===== src/rtl/rv32_led_mmio_if.sv =====
// Data-bus bundle between the priRV32 load/store port (master) and a memory-mapped responder (slave).
interface rv32_led_mmio_if;
  logic        valid;
  logic        we;
  logic [31:0] addr;
  logic [31:0] wdata;
  logic [3:0]  wstrb;
  logic        ready;
  logic [31:0] rdata;
  logic        err;

  modport master (
    output valid, we, addr, wdata, wstrb,
    input  ready, rdata, err
  );

  modport slave (
    input  valid, we, addr, wdata, wstrb,
    output ready, rdata, err
  );
endinterface


===== src/rtl/rv32_led_mmio.sv =====
// Memory-mapped LED peripheral: LED register with set/clear/toggle aliases, prescaled blink timer,
// and a sticky maskable tick interrupt, answering word accesses in a 32-byte window.
module rv32_led_mmio #(
  parameter logic [31:0] BASE_ADDR  = 32'h1000_0000,
  parameter int unsigned LED_W      = 8,
  parameter int unsigned PRESCALE_W = 24
) (
  input  logic             clk,
  input  logic             reset,
  rv32_led_mmio_if.slave   bus,
  output logic [LED_W-1:0] led,
  output logic             irq
);

  typedef enum logic {
    S_IDLE = 1'b0,
    S_ACK  = 1'b1
  } state_e;

  localparam logic [2:0] R_LED_OUT = 3'd0;
  localparam logic [2:0] R_LED_SET = 3'd1;
  localparam logic [2:0] R_LED_CLR = 3'd2;
  localparam logic [2:0] R_LED_TGL = 3'd3;
  localparam logic [2:0] R_MASK    = 3'd4;
  localparam logic [2:0] R_PERIOD  = 3'd5;
  localparam logic [2:0] R_STATUS  = 3'd6;
  localparam logic [2:0] R_CTRL    = 3'd7;

  state_e                state_q, state_d;
  logic [LED_W-1:0]      led_q, led_d;
  logic [LED_W-1:0]      mask_q, mask_d;
  logic [PRESCALE_W-1:0] period_q, period_d;
  logic [PRESCALE_W-1:0] cnt_q, cnt_d;
  logic                  tick_q, tick_d;
  logic                  blink_en_q, blink_en_d;
  logic                  irq_en_q, irq_en_d;
  logic [31:0]           rdata_q, rdata_d;
  logic                  err_q, err_d;

  logic                  accept;
  logic                  hit;
  logic                  wr;
  logic                  rd;
  logic [2:0]            reg_idx;
  logic [31:0]           bmask;
  logic [31:0]           wd_m;
  logic [LED_W-1:0]      led_bm;
  logic [LED_W-1:0]      led_wd;
  logic                  tick_evt;
  logic [LED_W-1:0]      led_t;
  logic [31:0]           rd_val;
  logic                  unused_wdata;

  // ---------------------------------------------------------------------------
  // Decode
  // ---------------------------------------------------------------------------
  assign accept  = (state_q == S_IDLE) && bus.valid;
  assign hit     = (bus.addr[31:5] == BASE_ADDR[31:5]) && (bus.addr[1:0] == 2'b00);
  assign wr      = accept && hit && bus.we;
  assign rd      = accept && hit && !bus.we;
  assign reg_idx = bus.addr[4:2];

  assign bmask   = {{8{bus.wstrb[3]}}, {8{bus.wstrb[2]}}, {8{bus.wstrb[1]}}, {8{bus.wstrb[0]}}};
  assign wd_m    = bus.wdata & bmask;
  assign led_bm  = bmask[LED_W-1:0];
  assign led_wd  = wd_m[LED_W-1:0];
  assign unused_wdata = ^wd_m;

  // Blink toggle lands before any bus op so aliases see the toggled value.
  assign tick_evt = blink_en_q && (period_q != '0) && (cnt_q == period_q);
  assign led_t    = tick_evt ? (led_q ^ mask_q) : led_q;

  // ---------------------------------------------------------------------------
  // Handshake FSM: state register / next state / outputs
  // ---------------------------------------------------------------------------
  always_ff @(posedge clk or posedge reset) begin
    if (reset) begin
      state_q <= S_IDLE;
    end else begin
      // NOTE: state is updated with non-blocking assignments so every flop samples pre-edge values.
      state_q <= state_d;
    end
  end

  always_comb begin
    // NOTE: default first so no path leaves state_d unassigned, which would infer a latch.
    state_d = state_q;
    unique case (state_q)
      S_IDLE:  if (bus.valid) state_d = S_ACK;
      S_ACK:   state_d = S_IDLE;
      default: state_d = S_IDLE;
    endcase
  end

  always_comb begin
    bus.ready = (state_q == S_ACK);
    bus.rdata = rdata_q;
    bus.err   = err_q;
  end

  // ---------------------------------------------------------------------------
  // Register file and blink counter next state
  // ---------------------------------------------------------------------------
  always_comb begin
    rd_val = '0;
    unique case (reg_idx)
      R_LED_OUT: rd_val = 32'(led_q);
      R_MASK:    rd_val = 32'(mask_q);
      R_PERIOD:  rd_val = 32'(period_q);
      R_STATUS:  rd_val = {31'b0, tick_q};
      R_CTRL:    rd_val = {30'b0, irq_en_q, blink_en_q};
      default:   rd_val = '0;
    endcase
  end

  always_comb begin
    led_d      = led_t;
    mask_d     = mask_q;
    period_d   = period_q;
    tick_d     = tick_q;
    blink_en_d = blink_en_q;
    irq_en_d   = irq_en_q;

    if (!blink_en_q || (period_q == '0) || tick_evt) begin
      cnt_d = '0;
    end else begin
      cnt_d = cnt_q + PRESCALE_W'(1);
    end

    if (wr) begin
      unique case (reg_idx)
        R_LED_OUT: led_d = (led_t & ~led_bm) | led_wd;
        R_LED_SET: led_d = led_t | led_wd;
        R_LED_CLR: led_d = led_t & ~led_wd;
        R_LED_TGL: led_d = led_t ^ led_wd;
        R_MASK:    mask_d = (mask_q & ~led_bm) | led_wd;
        R_PERIOD: begin
          period_d = (period_q & ~bmask[PRESCALE_W-1:0]) | wd_m[PRESCALE_W-1:0];
          cnt_d    = '0;
        end
        R_STATUS:  if (wd_m[0]) tick_d = 1'b0;
        R_CTRL: begin
          if (bus.wstrb[0]) begin
            blink_en_d = bus.wdata[0];
            irq_en_d   = bus.wdata[1];
          end
          cnt_d = '0;
        end
        default: ;
      endcase
    end

    // A new tick wins over a simultaneous W1C.
    if (tick_evt) tick_d = 1'b1;

    rdata_d = rd ? rd_val : 32'b0;
    err_d   = accept && !hit;
  end

  always_ff @(posedge clk or posedge reset) begin
    if (reset) begin
      led_q      <= '0;
      mask_q     <= '0;
      period_q   <= '0;
      cnt_q      <= '0;
      tick_q     <= 1'b0;
      blink_en_q <= 1'b0;
      irq_en_q   <= 1'b0;
      rdata_q    <= '0;
      err_q      <= 1'b0;
    end else begin
      led_q      <= led_d;
      mask_q     <= mask_d;
      period_q   <= period_d;
      cnt_q      <= cnt_d;
      tick_q     <= tick_d;
      blink_en_q <= blink_en_d;
      irq_en_q   <= irq_en_d;
      rdata_q    <= rdata_d;
      err_q      <= err_d;
    end
  end

  assign led = led_q;
  assign irq = tick_q & irq_en_q;

endmodule


===== src/flat_wrapper.sv =====
// flat-port wrapper written by rule: the top's interface ports become plain ports
module rv32_led_mmio_flat 
#(
  parameter logic [31:0] BASE_ADDR  = 32'h1000_0000,
  parameter int unsigned LED_W      = 8,
  parameter int unsigned PRESCALE_W = 24
)
  (clk, reset, led, irq, bus_valid, bus_we, bus_addr, bus_wdata, bus_wstrb, bus_ready, bus_rdata, bus_err);
  rv32_led_mmio_if bus_i ();
  input  logic clk;
  input  logic reset;
  output logic [LED_W-1:0] led;
  output logic irq;
  input wire logic [$bits(bus_i.valid)-1:0] bus_valid;
  input wire logic [$bits(bus_i.we)-1:0] bus_we;
  input wire logic [$bits(bus_i.addr)-1:0] bus_addr;
  input wire logic [$bits(bus_i.wdata)-1:0] bus_wdata;
  input wire logic [$bits(bus_i.wstrb)-1:0] bus_wstrb;
  output wire logic [$bits(bus_i.ready)-1:0] bus_ready;
  output wire logic [$bits(bus_i.rdata)-1:0] bus_rdata;
  output wire logic [$bits(bus_i.err)-1:0] bus_err;
  assign bus_i.valid = bus_valid;
  assign bus_i.we = bus_we;
  assign bus_i.addr = bus_addr;
  assign bus_i.wdata = bus_wdata;
  assign bus_i.wstrb = bus_wstrb;
  assign bus_ready = bus_i.ready;
  assign bus_rdata = bus_i.rdata;
  assign bus_err = bus_i.err;
  rv32_led_mmio #(.BASE_ADDR(BASE_ADDR), .LED_W(LED_W), .PRESCALE_W(PRESCALE_W)) u_core (.clk(clk), .reset(reset), .bus(bus_i), .led(led), .irq(irq));
endmodule

===== config.mk =====
export PLATFORM = sky130hd
export DESIGN_NAME = rv32_led_mmio_flat
export DESIGN_NICKNAME = d
export VERILOG_FILES = /design/src/rtl/rv32_led_mmio_if.sv /design/src/rtl/rv32_led_mmio.sv /design/src/flat_wrapper.sv
export SDC_FILE = /design/constraint.sdc
export NUM_CORES = 1
export LEC_CHECK = 0
export ABC_AREA = 1
export CAP_MARGIN = 20
export CORE_UTILIZATION = 40
export CTS_BUF_LIST = sky130_fd_sc_hd__clkbuf_8
export CTS_CLUSTER_SIZE = 24
export DETAILED_ROUTE_END_ITERATION = 8
export GPL_TIMING_DRIVEN = 0
export MAX_ROUTING_LAYER = met4
export PLACE_DENSITY_LB_ADDON = 0.08
export SYNTH_ARGS = -nofsm -noshare
export SYNTH_HDL_FRONTEND = slang
export SYNTH_SLANG_ARGS = --single-unit

===== constraint.sdc =====
create_clock -name clk -period 3.1 [get_ports clk]
set_input_delay 0.775 -clock clk [delete_from_list [all_inputs] [get_ports clk]]
set_output_delay 0.775 -clock clk [all_outputs]
set_load 0.05 [all_outputs]

# Yosys cells after proc, flatten, opt, wreduce, memory -nomap -nowiden
# Cells that the tools add are included.
# Widths: inputs -> output; s select.
# op_classes
n_reduce_logical,25
bitwise_logic,16
eq_ne,9
addsub,1
muxes,14
# ops
operator,count
$pmux 24 s5,1
$mux 24,4
$and 24x24->24,2
$pmux 8 s4,1
$eq 27x24->1 const B,1
$add 24x1->24 const B,1
$and 8x8->8,3
$eq 24x24->1,1
$logic_not 24->1,1
$not 24->24,1
$or 24x24->24,1
$or 8x8->8,3
$reduce_bool 24->1,1
$mux 8,2
$not 8->8,2
$xor 8x8->8,2
$eq 3x3->1 const B,4
$logic_and 1x1->1,8
$eq 3x2->1 const B,2
$reduce_and 3->1,2
$reduce_bool 2->1,3
$mux 1,5
$reduce_and 2->1,2
$eq 3x1->1 const B,1
8 further kinds,11
# word_totals
output_inout_bits,43
in_bits,72
register_bits,101

# Logic depth before layout (Yosys ltp)
# depth
ltp_word,8
mapped_depth,15

# Worst setup path before layout
# OpenSTA, ideal clock, no wires.
# synth_path
path_type,in2reg
from,input bus_addr[6]
to,register (tool-made name)
t_arrival_ns,1.964
setup_time_ns,0.121
cell_stages,9
slack_ns,1.015
t_required_ns,2.979
path_cell_list,or2_1 nor3_1 nand4_1 nor2_2 nand4_4 nor2_4 nand2_2 nand2_1 o21ai_1
# synth_rtl
item,line,source
start: declaration,flat_wrapper.sv:16,input wire logic [$bits(bus_i.addr)-1:0] bus_addr;

==> results.ini <==
[global_route]
grt_pass1_vias=4807
gr-total-overflow=0
grt_max_degree=39
grt_usage=0.226
grt_pass1_wl_um=24300
antenna_found_initial=0

[pwr]
seqPwrFrac=0.538
power_density_nw_per_um2=328
p_clk_frac=0.364
pwr-share-comb=0.098
p_int_w=0.00170
power_leakage_nw=3.20
power.switching_w=0.000560
sw_frac_of_total=0.248
max-vdd-ir-drop_uv=280

[cts]
cts_sinks=93
numCtsBuffers=9
htreeDepth=3
cts.clk_slew.worst_paths_ns=0.09
cts_tree=yes
worstSkewPairLatency_ns=0.37
cts_hold_buf=0
post_cts_resize_count=0
cts_buffer_depth=2
cts_root_buf=clkbuf_8
post_cts_buffers=0

[synth]
synth_edf_count=0
synth-seq-area-share=0.427
synthMuxAreaShare=0
syn_area_um2=5450
avgSynthCellArea_um2=8.21
yosys.area_share.xor_xnor=0.0739
synthCells=664
synth-seq-cells=93
synthDistinctLibCells=42
yosys.area_share.simple=0.358
synthAdderAreaFrac=0.0207
synthArstFlopShare=1.00
synth_top_family_by_area=simple AND/OR/NAND/NOR gates
synth_warnings=0
synth-compound-area-share=0.0496
synthFlopType=dfrtp_1

[worst_setup_path]
crit_path_frequent_cell=clkbuf_1
crit_fanout=10
worst_path_max_delay_cell=clkdlybuf4s50_1
crit_path_start_kind=input pin
critPathCaptureType=flip-flop
criticalPathCategory=in -> reg
required_ns=3.36
arrival_ns=2.74
cp_slowest_stage_delay_ns=0.49
path_cells=clkdlybuf4s50_1 > clkbuf_1 > clkbuf_1 > nand3_2 > nand2_1 > o21ai_1

[placement]
dp_hpwl_um=11200
io_buffers=95
placed_cell_area_um2=6690
gp_congestion=0.855
post-place-cells=944

[sta]
setup_viol=0
period_share=0.802
rsz0062_at_grt=no
drv_slew=0
report.final.hold_viol_count=0
fmaxAchievable_ghz=0.402
worstMarginPinSlew_ns=0.766
tns_ns=0
fin_worst_skew_ns=0.0125
slew_headroom=0.488
min_period_ns=2.49

[min_path]
hold_path_class=reg -> reg

[die]
die_y_um=119
start_util=0.411
die_area_um2=14100
ios=115
core-area_um2=13200
die_x_um=119
row_count=42

[route]
final_antenna_net_count=0
firstDrtPassIters=6
routed_wl_um=14300
wl_per_cell_um=14.8
via_count=4681
drc=0
drt_iter0_drc=227
viasPerCell=4.88

[cells_and_area]
finalNonFillerCells=960
nets=860
register_area_um2=2330
area_growth_pct=26.3
fillCellCount=1326
layout-drive-gt1-share=0.131
multi_input_area_um2=2770
final_area_um2=6880
n_antenna_cell=0

[flow_run]
cap_violations=0

[run_status]
status=finished clean

==> routing by layer <==
| layer | wire length (µm) | up-vias | global-route usage | share of wire |
|---|---|---|---|---|
| met4 | 116 | 0 | 0.0578 | 0.0081 |
| li1 | - | 2364 | - | - |
| met3 | 667 | 9 | 0.0444 | 0.047 |
| met1 | 6100 | 2192 | 0.266 | 0.43 |
| met5 | 0 | - | - | 0 |
| met2 | 7370 | 116 | 0.395 | 0.52 |
==> metrics by stage <==
stage	power, W	utilization	setup slack [ns]	hold WS [ns]
2_1_floorplan	0.00134	-	1.01	0.469
3_3_place_gp	0.00145	0.502	0.179	0.500
3_5_place_dp	0.00146	0.505	0.231	0.506
4_1_cts	0.00229	0.520	0.618	0.519
5_1_grt	0.00236	0.520	0.495	0.543
6_report	0.00226	0.520	0.614	0.509
==> power by group through the flow <==
stage / Clock (W) / Combinational, W / Sequential [W]
global placement: 0 / 0.000213 / 0.00124
CTS: 0.000856 / 0.000223 / 0.00121
floorplan: 0 / 0.0000926 / 0.00125
finish: 0.000821 / 0.000221 / 0.00121
global route: 0.000907 / 0.000240 / 0.00121
detailed placement: 0 / 0.000223 / 0.00124
==> cell usage in the layout (no fill, tap or decap), drive strengths merged, types with 3 or more instances in the layout <==
cell type,Yosys,final
o21ai,11,11
dfrtp,93,93
and2,8,8
nor3b,15,15
nand4,15,15
nor3,19,19
nand3,49,49
ha,9,9
conb,1,8
a21oi,14,14
and3,3,3
nor2,94,94
nor4,9,9
o22ai,12,12
inv,66,67
clkdlybuf4s50,0,95
xor2,28,28
xnor2,18,18
nand2,171,171
clkbuf,4,14
buf,16,18
==> final cells by class <==
| type | instances | area share |
|---|---|---|
| well taps | 176 | 0.0320 |
| multi-input cells | 492 | 0.402 |
| repair buffers | 97 | 0.144 |
| clock inverters | 6 | 0.00800 |
| inverters | 66 | 0.0365 |
| plain buffers | 20 | 0.0196 |
| flip-flops and latches | 93 | 0.338 |
| clock buffers | 10 | 0.0200 |
==> worst paths after layout <==
check,from,end,slack [ns],cells past startpoint
min reg2reg,u_core.cnt_q[0]$_DFF_PP0_,u_core.cnt_q[0]$_DFF_PP0_,0.51,1
max in group asynchronous,reset,u_core.cnt_q[0]$_DFF_PP0_,1.37,4
min in group asynchronous,reset,u_core.bus.ready$_DFF_PP0_,0.89,2
max,bus_wstrb[0],flip-flop,0.61,6
max reg2reg,flip-flop,u_core.led[1]$_DFF_PP0_,0.74,11
min,u_core.cnt_q[0]$_DFF_PP0_,u_core.cnt_q[0]$_DFF_PP0_,0.51,1
==> cells in the mapped netlist (2+ instances only) <==
| library cell | count | area [µm²] |
|---|---|---|
| nor2_1 | 82 | 308 |
| inv_1 | 55 | 206 |
| nand2_1 | 153 | 574 |
| a31oi_1 | 2 | 12.5 |
| a21oi_1 | 14 | 70.1 |
| or2_1 | 2 | 12.5 |
| buf_4 | 11 | 82.6 |
| dfrtp_1 | 93 | 2330 |
| nor2_8 | 2 | 40.0 |
| o22ai_1 | 12 | 75.1 |
| buf_6 | 2 | 22.5 |
| inv_2 | 11 | 41.3 |
| xnor2_1 | 18 | 158 |
| o21a_1 | 2 | 15.0 |
| o21ai_0 | 5 | 25.0 |
| nor2_4 | 6 | 67.6 |
| nor4_1 | 8 | 50.1 |
| o21ai_1 | 5 | 25.0 |
| nor3b_2 | 7 | 87.6 |
| and2_2 | 8 | 60.1 |
| buf_2 | 3 | 15.0 |
| and3_1 | 3 | 18.8 |
| nor2_2 | 4 | 25.0 |
| nor3_4 | 2 | 32.5 |
| nand4_1 | 13 | 81.3 |
| a221oi_1 | 2 | 17.5 |
| ha_1 | 9 | 113 |
| nand3_2 | 5 | 50.1 |
| nand2_2 | 18 | 113 |
| xor2_1 | 28 | 245 |
| nor3_1 | 16 | 80.1 |
| nor3b_1 | 8 | 60.1 |
| clkbuf_1 | 4 | 15.0 |
| nand3_1 | 43 | 215 |
==> cells by family after synthesis <==
family,after synthesis
adder cells (fa/ha/maj),9
flip-flops,93
XOR/XNOR,46
buffers and inverters,86
AO/OA/AOI/OAI,44
AND/OR/NAND/NOR,385
other,1
==> critical path: cells and delay by family <==
kind	cells	cell delay, ns
buffers and inverters	3	1.40
and+or+nand+nor	2	0.50
AOI/OAI and AO/OA	1	0.07
No activity file was read; power rests on OpenSTA's default activity.
